`config.mk`:
```
export PLATFORM = sky130hd
export DESIGN_NAME = mono_data_tx
export DESIGN_NICKNAME = d
export VERILOG_FILES = /design/src/rtl/mono_tx_pkg.sv /design/src/rtl/generic_fifo.sv /design/src/rtl/mono_data_tx.sv
export SDC_FILE = /design/constraint.sdc
export NUM_CORES = 1
export LEC_CHECK = 0
export CAP_MARGIN = 15
export CORE_MARGIN = 1.5
export CORE_UTILIZATION = 61
export CTS_CLUSTER_DIAMETER = 60
export CTS_CLUSTER_SIZE = 16
export DETAILED_ROUTE_END_ITERATION = 10
export HOLD_SLACK_MARGIN = 0.08
export MAX_ROUTING_LAYER = met4
export PLACE_DENSITY = 0.79
export SLEW_MARGIN = 20
export SYNTH_ARGS = -nofsm -noshare
export SYNTH_HDL_FRONTEND = slang
export SYNTH_SLANG_ARGS = --single-unit
```
`constraint.sdc`:
```
create_clock -name BUS_CLK -period 4.4 [get_ports BUS_CLK]
set_clock_uncertainty 0.2 [all_clocks]
set_input_delay 1.1 -clock BUS_CLK [delete_from_list [all_inputs] [get_ports BUS_CLK]]
set_output_delay 1.1 -clock BUS_CLK [all_outputs]
set_load 0.01 [all_outputs]
```
`src/rtl/mono_tx_pkg.sv`:
```
// Shared widths, word layout and FSM encoding for the MONOPIX serial hit transmitter.
package mono_tx_pkg;

    localparam int unsigned COL_W     = 6;
    localparam int unsigned ROW_W     = 8;
    localparam int unsigned TS_W      = 6;
    localparam int unsigned WORD_BITS = 26;

    // Word layout: col[25:20] row[19:12] te[11:6] le[5:0]
    localparam int unsigned LE_LSB  = 0;
    localparam int unsigned TE_LSB  = LE_LSB + TS_W;
    localparam int unsigned ROW_LSB = TE_LSB + TS_W;
    localparam int unsigned COL_LSB = ROW_LSB + ROW_W;

    // Bit counter width, enough to hold WORD_BITS-1
    localparam int unsigned BITCNT_W = $clog2(WORD_BITS);

    typedef enum logic {
        ST_IDLE  = 1'b0,
        ST_SHIFT = 1'b1
    } tx_state_e;

    // Binary to gray for timestamp fields
    function automatic logic [TS_W-1:0] gray_enc(input logic [TS_W-1:0] b);
        return b ^ (b >> 1);
    endfunction

    // Assemble one serial word from its fields
    function automatic logic [WORD_BITS-1:0] pack_word(
        input logic [COL_W-1:0] col,
        input logic [ROW_W-1:0] row,
        input logic [TS_W-1:0]  te,
        input logic [TS_W-1:0]  le
    );
        return (WORD_BITS'(col) << COL_LSB) |
               (WORD_BITS'(row) << ROW_LSB) |
               (WORD_BITS'(te)  << TE_LSB)  |
               (WORD_BITS'(le)  << LE_LSB);
    endfunction

endpackage

```
`src/rtl/generic_fifo.sv`:
```
// Generic synchronous FIFO with first-word fall-through read data and occupancy count.
// DEPTH must be a power of two so the pointers wrap naturally.
module generic_fifo #(
    parameter int unsigned DEPTH = 16,
    parameter int unsigned WIDTH = 26
) (
    input  logic                       clk,
    input  logic                       rst,
    input  logic                       wr_en,
    input  logic [WIDTH-1:0]           wr_data,
    input  logic                       rd_en,
    output logic [WIDTH-1:0]           rd_data,
    output logic                       full,
    output logic                       empty,
    output logic [$clog2(DEPTH):0]     count
);

    localparam int unsigned AW = $clog2(DEPTH);

    logic [WIDTH-1:0] mem_q [DEPTH];
    logic [AW-1:0]    wr_ptr_q, rd_ptr_q;
    logic [AW:0]      cnt_q;
    logic             do_wr_c, do_rd_c;

    // Guard against overflow/underflow regardless of caller behaviour
    always_comb begin
        do_wr_c = wr_en & ~full;
        do_rd_c = rd_en & ~empty;
    end

    // Storage array, no reset needed
    always_ff @(posedge clk) begin
        if (do_wr_c) begin
            mem_q[wr_ptr_q] <= wr_data;
        end
    end

    // Pointers and occupancy
    always_ff @(posedge clk) begin
        if (rst) begin
            wr_ptr_q <= '0;
            rd_ptr_q <= '0;
            cnt_q    <= '0;
        end else begin
            if (do_wr_c) wr_ptr_q <= wr_ptr_q + AW'(1);
            if (do_rd_c) rd_ptr_q <= rd_ptr_q + AW'(1);
            cnt_q <= cnt_q + (AW+1)'(do_wr_c) - (AW+1)'(do_rd_c);
        end
    end

    assign rd_data = mem_q[rd_ptr_q];
    assign full    = (cnt_q == (AW+1)'(DEPTH));
    assign empty   = (cnt_q == '0);
    assign count   = cnt_q;

endmodule

```
`src/rtl/mono_data_tx.sv`:
```
// MONOPIX serial hit transmitter emulator: buffers hits, raises TOKEN, shifts one
// 26-bit word MSB first per READ.
// Optional build macro MONO_TX_GRAY_EN: gray-encode le/te before storing.
module mono_data_tx
    import mono_tx_pkg::*;
#(
    parameter int unsigned FIFO_DEPTH_LOG2 = 4
) (
    input  logic              BUS_CLK,
    input  logic              BUS_RST,
    input  logic              HIT_WR,
    input  logic [COL_W-1:0]  HIT_COL,
    input  logic [ROW_W-1:0]  HIT_ROW,
    input  logic [TS_W-1:0]   HIT_LE,
    input  logic [TS_W-1:0]   HIT_TE,
    input  logic              FREEZE,
    input  logic              READ,
    output logic              TOKEN,
    output logic              DATA,
    output logic              BUSY,
    output logic              READ_ERR,
    output logic [7:0]        LOST_CNT
);

    localparam int unsigned FIFO_DEPTH = 2 ** FIFO_DEPTH_LOG2;
    localparam int unsigned CNT_W      = FIFO_DEPTH_LOG2 + 1;

    tx_state_e              state_q;
    logic [WORD_BITS-1:0]   shreg_q;
    logic [BITCNT_W-1:0]    bitcnt_q;
    logic                   data_q, busy_q, token_q, read_err_q;
    logic [7:0]             lost_q;

    logic [WORD_BITS-1:0]   hit_word_c, fifo_rdata;
    logic                   fifo_full, fifo_empty;
    logic [CNT_W-1:0]       fifo_count, count_d;
    logic                   push_c, drop_c, pop_c;
    logic                   token_d, read_err_d;
    logic [7:0]             lost_d;

    // Word formation at push time
    always_comb begin
`ifdef MONO_TX_GRAY_EN
        hit_word_c = pack_word(HIT_COL, HIT_ROW, gray_enc(HIT_TE), gray_enc(HIT_LE));
`else
        hit_word_c = pack_word(HIT_COL, HIT_ROW, HIT_TE, HIT_LE);
`endif
    end

    // Push/drop/pop decisions and next values for status registers
    always_comb begin
        push_c     = HIT_WR & ~FREEZE & ~fifo_full;
        drop_c     = HIT_WR & (FREEZE | fifo_full);
        pop_c      = READ & (state_q == ST_IDLE) & ~fifo_empty;
        count_d    = fifo_count + CNT_W'(push_c) - CNT_W'(pop_c);
        token_d    = (count_d != '0);
        lost_d     = lost_q;
        if (drop_c && (lost_q != 8'hFF)) begin
            lost_d = lost_q + 8'd1;
        end
        read_err_d = read_err_q | (READ & ((state_q == ST_SHIFT) | fifo_empty));
    end

    generic_fifo #(
        .DEPTH (FIFO_DEPTH),
        .WIDTH (WORD_BITS)
    ) u_fifo (
        .clk     (BUS_CLK),
        .rst     (BUS_RST),
        .wr_en   (push_c),
        .wr_data (hit_word_c),
        .rd_en   (pop_c),
        .rd_data (fifo_rdata),
        .full    (fifo_full),
        .empty   (fifo_empty),
        .count   (fifo_count)
    );

    // Transmit FSM, shifter and registered status outputs
    always_ff @(posedge BUS_CLK) begin
        if (BUS_RST) begin
            state_q    <= ST_IDLE;
            shreg_q    <= '0;
            bitcnt_q   <= '0;
            data_q     <= 1'b0;
            busy_q     <= 1'b0;
            token_q    <= 1'b0;
            read_err_q <= 1'b0;
            lost_q     <= '0;
        end else begin
            token_q    <= token_d;
            read_err_q <= read_err_d;
            lost_q     <= lost_d;
            case (state_q)
                ST_IDLE: begin
                    if (pop_c) begin
                        // MSB goes out next cycle; the rest waits left-aligned
                        data_q   <= fifo_rdata[WORD_BITS-1];
                        shreg_q  <= {fifo_rdata[WORD_BITS-2:0], 1'b0};
                        bitcnt_q <= BITCNT_W'(WORD_BITS - 1);
                        busy_q   <= 1'b1;
                        state_q  <= ST_SHIFT;
                    end
                end
                ST_SHIFT: begin
                    if (bitcnt_q == '0) begin
                        data_q  <= 1'b0;
                        busy_q  <= 1'b0;
                        state_q <= ST_IDLE;
                    end else begin
                        data_q   <= shreg_q[WORD_BITS-1];
                        shreg_q  <= {shreg_q[WORD_BITS-2:0], 1'b0};
                        bitcnt_q <= bitcnt_q - BITCNT_W'(1);
                    end
                end
                default: begin
                    state_q <= ST_IDLE;
                end
            endcase
        end
    end

    assign TOKEN    = token_q;
    assign DATA     = data_q;
    assign BUSY     = busy_q;
    assign READ_ERR = read_err_q;
    assign LOST_CNT = lost_q;

endmodule

```
==> impl_metrics.json <==
{
  "status": "complete, no violations",
  "p_seq_frac": 0.514,
  "synth_edf_count": 416,
  "p_sw_w": 0.00268,
  "stdcell_area_um2": 20900,
  "io-pin-count": 43,
  "startpoint": "READ",
  "yosys_warnings": 0,
  "rsz0062_at_grt": "no",
  "die-area_um2": 31500,
  "place_ws_ns": 0.359,
  "period_share": 0.802,
  "drive_gt1_frac": 0.231,
  "dpl_cell_area_um2": 19700,
  "cts_tree": "yes",
  "highest_layer": "met4",
  "antenna_found_initial": 0,
  "synth_cells": 944,
  "syn_area_per_cell_um2": 19.7,
  "synth_area_leader_cell": "edfxtp_1",
  "pwr-share-clk": 0.320,
  "grt_first_pass_wirelength_um": 56100,
  "core_um2": 29800,
  "fill_cells": 1759,
  "synth_top_flop_cell": "edfxtp_1",
  "ys_seq_elements": 476,
  "wl_met2_um": 18100,
  "synth_cell_type_count": 55,
  "nets": 1060,
  "p_total_w": 0.0104,
  "path_clk_slew_ns": 0.06,
  "die_w_um": 177,
  "holdBufCountCts": 0,
  "wl_per_cell_um": 25.8,
  "max-cap-violations": 0,
  "path_max_fanout": 8,
  "critPathKind": "primary input to flip-flop",
  "met3_length_um": 2740,
  "crit_required_ns": 4.58,
  "wirelength_um": 36900,
  "grt_pass1_vias": 9246,
  "syn_nets": 992,
  "final-seq-area_um2": 13700,
  "yosys-top-cells-count": "edfxtp_1, mux4_2, dfxtp_1",
  "setup-violations-final": 0,
  "finalHoldViolations": 0,
  "fmax_ghz": 0.283,
  "yosys.area.top_type_share": 0.673,
  "end_kind": "flip-flop",
  "cts-resized-gates": 0,
  "crit_path_start_kind": "primary input",
  "cts_num_sinks": 476,
  "routed_via_density": 6.42,
  "hold_start": "READ_ERR$_SDFF_PP0_",
  "power_density_nw_per_um2": 498,
  "grt_usage": 0.253,
  "ys_seq_area_frac": 0.738,
  "internal_power_w": 0.00773,
  "dpl.hpwl_um": 21300,
  "slew_headroom": 0.387,
  "tightest_slew_ns": 0.918,
  "tns_ns": 0,
  "insertedDiodeCount": 0,
  "syn_to_final_growth_pct": 12.6,
  "p_sw_frac": 0.258,
  "cts_setup_buffers": 0,
  "setup_slack_ns": 0.871,
  "start_util": 0.623,
  "wl_met1_um": 15200,
  "post-route-min-period_ns": 3.53,
  "drt_iter0_markers": 980,
  "cts_inserted_buffers": 38,
  "rows": 63,
  "ir_drop_mv": 0.384,
  "synthTopCellsByArea": "edfxtp_1, mux4_2, dfxtp_1",
  "port_buffers": 42,
  "multi_input_area_um2": 4610,
  "worstHoldPathType": "flip-flop to flip-flop",
  "clkLatencyLatePin_ns": 0.53,
  "syn_area_um2": 18600,
  "pwr-share-comb": 0.167,
  "grt_max_degree": 58,
  "cts_buffer_depth": 3,
  "die_y_um": 177,
  "h-tree-depth": 2,
  "synthArstFlopShare": 0,
  "grt_overflow": 0,
  "gp_routability_congestion": 0.824,
  "root_buffer": "clkbuf_16",
  "yosysMostFrequentCell": "edfxtp_1",
  "first_pass_iters": 6,
  "crit_arrival_ns": 3.71,
  "p_leak_nw": 6.54,
  "route.antenna.remaining_nets": 0,
  "slew_viol_final": 0,
  "r2r-start": "u_fifo.count[3]$_SDFF_PP0_",
  "post-route-drc-count": 0,
  "vias": 9192
}
[kinds of logic after synthesis]
group                      share of synthesized area
DFF                                            0.738
muxes                                          0.148
and+or+nand+nor                               0.0307
AOI/OAI and AO/OA                             0.0412
buffers and inverters                         0.0199
xor gates and xnor gates                      0.0104
adders and majority gates                     0.0123
[layer usage]
| metal | track usage | vias up |
|---|---|---|
| met5 | - | - |
| met4 | 0.0735 | 0 |
| met3 | 0.0383 | 69 |
| met2 | 0.392 | 400 |
| met1 | 0.355 | 4742 |
| li1 | - | 3981 |
[state kept, by name, indices dropped and copies added (netlist names), named ones only]
signal	count
DATA	1
READ_ERR	1
u_fifo.mem_q	416
u_fifo.rd_ptr_q	4
BUSY	1
LOST_CNT	8
bitcnt_q	5
u_fifo.count	5
TOKEN	1
shreg_q	25
u_fifo.wr_ptr_q	4
state_q	1
[cells in the final DEF, fill, tap and decap left out, types with 3 or more instances in the layout]
cell / instances
a211oi_1: 13
a21oi_1: 13
a22o_1: 11
a22oi_1: 25
a31oi_1: 3
buf_12: 11
buf_4: 25
clkbuf_1: 22
clkbuf_16: 41
clkdlybuf4s50_1: 41
dfxtp_1: 57
edfxtp_1: 416
ha_1: 15
inv_1: 19
inv_6: 3
mux2_2: 24
mux2i_1: 20
mux4_2: 101
nand2_1: 15
nand2b_1: 3
nand3_1: 14
nand4_1: 3
nor2_1: 30
nor2_4: 12
nor2b_1: 5
nor3_1: 5
nor3_2: 4
nor4_1: 3
o211ai_1: 12
o22ai_1: 16
xnor2_1: 11
xor2_1: 11
[path summary, 6_finish.rpt]
kind,to,cells after the start,slack [ns]
setup / recovery,TOKEN$_SDFF_PP0_,15,0.87
hold / removal,READ_ERR$_SDFF_PP0_,2,0.27
setup reg to reg,TOKEN$_SDFF_PP0_,16,1.04
hold reg to reg,READ_ERR$_SDFF_PP0_,2,0.27
[worst max-delay path, stage by stage]
cell,delay (ns)
clkdlybuf4s50_1,0.53
nor2b_1,0.15
buf_4,0.16
nand2_8,0.06
inv_6,0.11
ha_1,0.23
inv_1,0.08
ha_1,0.16
inv_1,0.06
fa_1,0.38
nand2b_1,0.17
a21oi_1,0.16
nor2_1,0.07
xnor2_1,0.17
a41oi_1,0.13
[final cells by class]
class                      count  share of cell area
clock buffer                  63              0.0530
clock inverter                 7             0.00437
inverter                      20             0.00383
multi-input combinational    398               0.221
sequential                   476               0.655
tap                          390              0.0233
timing repair buffer          78              0.0394
[power by group through the flow]
stage / Sequential [W] / Clock [W] / Combinational, W
after floorplan: 0.00532 / 0 / 0.00135
after global placement: 0.00544 / 0 / 0.00167
after detailed placement: 0.00544 / 0 / 0.00171
after CTS: 0.00535 / 0.00336 / 0.00173
after global routing: 0.00537 / 0.00352 / 0.00190
final: 0.00535 / 0.00333 / 0.00174
[through the flow]
stage	utilization	hold slack, ns	std cells
after floorplan	-	0.268	944
after global placement	0.661	0.234	1362
after detailed placement	0.661	0.268	1362
after CTS	0.702	0.278	1432
after global routing	0.702	0.310	1432
final	0.702	0.271	1432
Power figures use the tool's default switching activity.
